$ cat src/rtl/spi2adc.sv
// SPI master for the MCP3002 10-bit dual-channel ADC.
// Each start pulse runs one 16-SCK frame and returns the result with a one-cycle valid strobe.
module spi2adc #(
  parameter int CLK_DIV = 25
) (
  input  logic       sysclk,
  input  logic       rst_n,
  input  logic       start,
  input  logic       channel,
  input  logic       ADC_SDO,
  output logic       ADC_SDI,
  output logic       ADC_CS,
  output logic       ADC_SCK,
  output logic [9:0] adc_data,
  output logic       data_valid,
  output logic       busy
);

  localparam int DIV_W = $clog2(CLK_DIV) + 1;
  localparam logic [DIV_W-1:0] DIV_LAST = DIV_W'(CLK_DIV - 1);

  typedef enum logic [1:0] {
    IDLE,
    SHIFT,
    HOLD
  } state_t;

  state_t           state_q, state_d;
  logic [DIV_W-1:0] div_q, div_d;
  logic [4:0]       half_q, half_d;
  logic             chan_q, chan_d;
  logic             sck_q, sck_d;
  logic             cs_q, cs_d;
  logic             sdi_q, sdi_d;
  logic [9:0]       shift_q, shift_d;
  logic [9:0]       data_q, data_d;
  logic             valid_q, valid_d;
  logic             busy_q, busy_d;

  // half_q counts SCK half-periods: even = low half, odd = high half of period half_q/2+1
  always_comb begin
    state_d = state_q;
    div_d   = div_q;
    half_d  = half_q;
    chan_d  = chan_q;
    sck_d   = sck_q;
    cs_d    = cs_q;
    sdi_d   = sdi_q;
    shift_d = shift_q;
    data_d  = data_q;
    valid_d = 1'b0;
    busy_d  = busy_q;

    case (state_q)
      IDLE: begin
        if (start) begin
          state_d = SHIFT;
          chan_d  = channel;
          div_d   = '0;
          half_d  = '0;
          sck_d   = 1'b0;
          cs_d    = 1'b0;
          sdi_d   = 1'b1;
          busy_d  = 1'b1;
        end
      end

      SHIFT: begin
        div_d = div_q + 1'b1;
        if (div_q == DIV_LAST) begin
          div_d  = '0;
          half_d = half_q + 1'b1;
          if (!half_q[0]) begin
            sck_d = 1'b1;
            // Periods 6..15 carry B9..B0; the null bit and trailing bit are dropped
            if (half_q >= 5'd10 && half_q <= 5'd28) begin
              shift_d = {shift_q[8:0], ADC_SDO};
            end
          end else begin
            sck_d = 1'b0;
            case (half_q)
              5'd1:    sdi_d = 1'b1;
              5'd3:    sdi_d = chan_q;
              5'd5:    sdi_d = 1'b1;
              default: sdi_d = 1'b0;
            endcase
            if (half_q == 5'd31) begin
              state_d = HOLD;
              cs_d    = 1'b1;
              sdi_d   = 1'b0;
              data_d  = shift_q;
              valid_d = 1'b1;
            end
          end
        end
      end

      HOLD: begin
        div_d = div_q + 1'b1;
        if (div_q == DIV_LAST) begin
          div_d   = '0;
          busy_d  = 1'b0;
          state_d = IDLE;
        end
      end

      default: state_d = IDLE;
    endcase
  end

  always_ff @(posedge sysclk) begin
    if (!rst_n) begin
      state_q <= IDLE;
      div_q   <= '0;
      half_q  <= '0;
      chan_q  <= 1'b0;
      sck_q   <= 1'b0;
      cs_q    <= 1'b1;
      sdi_q   <= 1'b0;
      shift_q <= '0;
      data_q  <= '0;
      valid_q <= 1'b0;
      busy_q  <= 1'b0;
    end else begin
      state_q <= state_d;
      div_q   <= div_d;
      half_q  <= half_d;
      chan_q  <= chan_d;
      sck_q   <= sck_d;
      cs_q    <= cs_d;
      sdi_q   <= sdi_d;
      shift_q <= shift_d;
      data_q  <= data_d;
      valid_q <= valid_d;
      busy_q  <= busy_d;
    end
  end

  assign ADC_SCK    = sck_q;
  assign ADC_CS     = cs_q;
  assign ADC_SDI    = sdi_q;
  assign adc_data   = data_q;
  assign data_valid = valid_q;
  assign busy       = busy_q;

endmodule

$ cat config.mk
export PLATFORM = sky130hd
export DESIGN_NAME = spi2adc
export DESIGN_NICKNAME = d
export VERILOG_FILES = /design/src/rtl/spi2adc.sv
export SDC_FILE = /design/constraint.sdc
export NUM_CORES = 1
export LEC_CHECK = 0
export ABC_AREA = 1
export CAP_MARGIN = 20
export CORE_MARGIN = 10
export CORE_UTILIZATION = 30
export CTS_BUF_LIST = sky130_fd_sc_hd__clkbuf_16
export CTS_CLUSTER_DIAMETER = 50
export DETAILED_ROUTE_END_ITERATION = 8
export GPL_TIMING_DRIVEN = 0
export PLACE_DENSITY = 0.54
export SLEW_MARGIN = 25
export SYNTH_ARGS = -nofsm -noshare
export SYNTH_HDL_FRONTEND = slang
export SYNTH_SLANG_ARGS = --single-unit
$ cat constraint.sdc
create_clock -name sysclk -period 3 [get_ports sysclk]
set_clock_uncertainty 0.2 [all_clocks]
set_input_delay 0.9 -clock sysclk [delete_from_list [all_inputs] [get_ports sysclk]]
set_output_delay 0.9 -clock sysclk [all_outputs]
set_load 0.02 [all_outputs]
* Word level (Yosys, flattened, before mapping) *
Cells that the tools add are included.

storage, ports and cells
  register bits = 39
  word-level logic and storage cells = 74

cells by class
  add/subtract/negate cells = 2
  magnitude comparators = 2
  eq/ne operators = 12
  mux-type cells = 29
  bitwise logic cells = 1
  reduce and logical (&&, ||, !) cells = 17

operator list
  kind                   count
  $reduce_and A4 Y1      4
  $mux W1                12
  $mux W6                2
  $pmux W6 S2            1
  $mux W2                5
  $mux W5                2
  $ne A2 B2 Y1 const B   5
  $pmux W1 S2            5
  $pmux W5 S2            1
  $reduce_and A5 Y1      2
  $add A6 B1 Y6 const B  1
  $eq A6 B5 Y1 const B   1
  $pmux W2 S3            1
  $reduce_and A3 Y1      2
  $reduce_bool A2 Y1     3
  $add A5 B1 Y5 const B  1
  $eq A5 B1 Y1 const B   1
  $eq A5 B2 Y1 const B   1
  $eq A5 B3 Y1 const B   1
  $eq A5 B5 Y1 const B   1
  $ge A5 B4 Y1 const B   1
  $le A5 B5 Y1 const B   1
  $reduce_and A2 Y1      2
  $reduce_or A2 Y1       2
  5 further kinds        5

* Depth between registers and ports, before layout *
  depth after elaboration = 7
  depth in mapped cells = 12
  depth with buffers taken out = 12

* Worst setup path before layout *
No wires, ideal clock.

  kind = register to register
  start = register ADC_SCK (netlist name)
  end = register data_q[0] (netlist: adc_data[0])
  library setup time = 113 ps
  arrival = 1,635 ps
  data required time = 2,687 ps
  setup slack = 1,052 ps
  cell stages (with the launch flop) = 11
  buffers on the path = 1
  clock period less this slack = 1,948 ps
  path through = dfxtp_1 > ha_1 > nand2_1 > nor2_1 > ha_1 > nand2_1 > nor2_1 > nand2_4 > buf_6 > o21ai_1 > nor2_1

RTL lines
  what                  RTL line  source
  end signal, assigned  133       data_q <= data_d;
  end, declared         36        logic [9:0] data_q, data_d;

* Worst setup path after layout *
  start = register sck_q (netlist: ADC_SCK)
  end = output port ADC_SCK

RTL lines
  what                    RTL line  source
  start, declared         32        logic sck_q, sck_d;
  start signal, assigned  129       sck_q <= sck_d;
  end, declared           13        output logic ADC_SCK,

No word-level cell between the ends.

==> impl_results.md <==
- Initial Utilization: 30.8%
- Largest family of logic cells by synthesized area: simple AND/OR/NAND/NOR gates
- Buf/Inv on CP: 1
- CP max-delay cell: clkdlybuf4s50_1
- Post-synth EDFFs: 0
- CTS buffer count: 5
- Worst path top cell family by delay: buffers and inverters
- Synth Area in Compound Gates: 8.63%
- Area Overhead vs Synth: 24.7%
- Port bufs: 19
- CTS Root Cell: clkbuf_16
- Synth area leaders: dfxtp_1, nor2_1, nand2_1
- Final hold viol count: 0
- Total Wirelength: 4230 um
- Crit Path Category: register to output port
- Post-Synthesis Cell Area: 0.00194 mm^2
- Leading area contributor after synthesis: dfxtp_1
- Cell variety after synth: 29
- Area share of fa/ha/maj cells after synthesis: 6.44%
- Die Span Y: 100 um
- Startpoint types: register
- # diodes: 0
- Post-synth top flop: dfxtp_1
- Row Count: 29
- Top cell type's share of synthesized area: 39.2%
- Fin crit period: 2.49 ns
- CP max stage delay: 0.66 ns
- Peak supply drop: 0.000283 V
- Largest net degree at the start of global routing: 14
- F_max: 402 MHz
- Commonest cells in the netlist: nor2_1, nand2_1, dfxtp_1
- Via Count: 1688
- #FFs+latches synth: 38
- Die area: 0.0101 mm^2
- Drt via density: 4.49
- Setup repair bufs after CTS: 0
- Fin. max-slew vios: 0
- Status: complete, no violations
- XOR/XNOR Fraction of Synth Area: 0%
- CTS tree: built
- Layout cell share with drive strength beyond 1: 10.4%
- Ports: 20
- Pwr dens: 752 mW/mm^2
- Post-synthesis sequential area ratio: 39.2%
- Die W: 100 um
- Mux cell area share after synthesis: 0%
- Cells after synthesis: 272
- RSZ-0062 raised after global routing: no
- Synth warnings: 0
- Most frequent cell after synthesis: nor2_1
- Placed insts: 368
- DRT iter0 DRCs: 53
- Later-pin clock latency in the skew report: 0.28 ns
- CP required: 1.90 ns
- Setup-failing EPs final: 0
- Non-filler cells, final: 376
- Gpl congestion: 0.812
- Num Clock Sinks: 38
- Total GRT Usage: 8.70%
- WHS Endpoint: shift_q[9]$_SDFFE_PN0P_
- Tot Pwr: 0.00182 W
- Post-cts resize count: 0
- Drt pass-1 iters: 4
- Clk slew on worst S/H paths: 0.06 ns
- CP Data Arrival Time: 1.39 ns
- Setup crit end kind: output port
- Core area: 0.00631 mm^2
- Detailed Place HPWL: 3050 um
- Slew margin rel.: 69.0%
- Metal1 wirelength: 2210 um
- Period utilization: 83.0%
- Setup_tns: 0 ns
- Antenna violations before repair: 0
- GRT overflow: 0
- CTS Buffer Depth: 2
- CTS Hold Bufs: 0
- Leak: 1.05 nW
- Vias in the first global route: 1547
- Crit-path max FO: 6
- Async S/R FF share, synth: 0%
- FF-to-FF Start: ADC_SCK$_SDFFE_PN0P_
- Hold path depth: 2
- H-Tree Depth: 2
- Simple-gate area share of the yosys netlist: 34.7%
- DR WL met2: 1820 um
- First-pass GRT wire length: 7310 um
- Post-route ant nets: 0
- R2R setup slack: 1.03 ns
- Syn_nets: 287
- DR top layer: met4
- Origin of the worst min-delay path: shift_q[9]$_SDFFE_PN0P_
- Nets: 313
- HP Class: register to register
- DR WL/cell: 11.3 um
- Residual DRC: 0
- Cell count of the worst reg-to-reg path: 10
- Placement Setup Slack: 0.415 ns
- Max-Cap Viols: 0
- Worst reg2reg endpoint: adc_data[6]$_SDFFE_PN0P_
- Met3 WL: 178 um
- Avg Inst Size Synth: 7.14 um^2
- Measured slew at the worst slew-check pin: 0.465 ns
- Worst path cell trace: clkdlybuf4s50_1
- Setup WS post-layout: 0.511 ns
-- per-layer routing --
layer	track usage [%]	up-vias
met2	12.9	20
met4	1.96	0
met1	11.8	750
li1	-	916
met3	3.02	2
met5	0	-
-- how the worst max path moves through the flow --
stage / cells after the start / slack, ns / from / end
finish: 1 / 0.51 / ADC_SCK$_SDFFE_PN0P_ / ADC_SCK
global route: 1 / 0.47 / ADC_SCK$_SDFFE_PN0P_ / ADC_SCK
CTS: 1 / 0.50 / ADC_SCK$_SDFFE_PN0P_ / ADC_SCK
detailed placement: 4 / 0.42 / rst_n / half_q[2]$_SDFFE_PN0P_
global placement: 4 / 0.39 / rst_n / busy$_SDFFE_PN0P_
floorplan: 10 / 1.05 / ADC_SCK$_SDFFE_PN0P_ / adc_data[0]$_SDFFE_PN0P_
-- area by class of cell --
cell class,instances,area (um^2)
fill,687,3890
multi-input combinational,187,967
sequential,38,761
timing repair buffer,19,190
inverter,37,141
clock buffer,5,125
tap,77,96.3
buffer,10,73.8
clock inverter,3,68.8
-- worst register-to-register path: cells and delay by family, from the launching register on --
kind / cells / cell delay (ns)
and+or+nand+nor: 6 / 0.56
DFF: 1 / 0.46
adders and majority gates: 2 / 0.40
buffers and inverters: 1 / 0.14
AOI/OAI and AO/OA: 1 / 0.12
-- flip-flops by register name (all words and copies together) (netlist names) --
| name | count |
|---|---|
| state_q | 2 |
| ADC_SDI | 1 |
| data_valid | 1 |
| div_q | 6 |
| busy | 1 |
| adc_data | 10 |
| chan_q | 1 |
| shift_q | 10 |
| half_q | 4 |
| ADC_SCK | 1 |
| ADC_CS | 1 |
-- layout by cell type, fill, tap and decap left out, drive strengths merged, types with 7 or more instances in the layout --
cell type      synthesis  final
a21oi                 12     12
buf                    7      7
clkbuf                 3      8
clkdlybuf4s50          0     19
dfxtp                 38     38
ha                    10     10
inv                   37     37
nand2                 50     50
nand3                 16     16
nand4                 15     15
nor2                  60     60
o21ai                 17     17
-- report_power, final --
group	total (W)	internal, W	switching (W)
Clock	0.000691	0.000478	0.000213
Sequential	0.000594	0.000555	0.0000393
Combinational	0.000538	0.000196	0.000342
Total	0.00182	0.00123	0.000594
-- cell families (layout without fill, tap and decap cells) --
group	after synthesis	after routing
simple gates	146	146
buf+inv	47	74
flops	38	38
compound gates	31	31
fa+ha+maj	10	10
-- per-stage QoR --
step / area (um^2) / utilization (%) / hold slack, ns
detailed placement: 2230 / 35.3 / 0.259
CTS: 2420 / 38.4 / 0.274
global route: 2420 / 38.4 / 0.301
finish: 2420 / 38.4 / 0.268
floorplan: 1940 / - / 0.241
global placement: 2230 / 35.3 / 0.255
(Power assumes the default switching activity.)
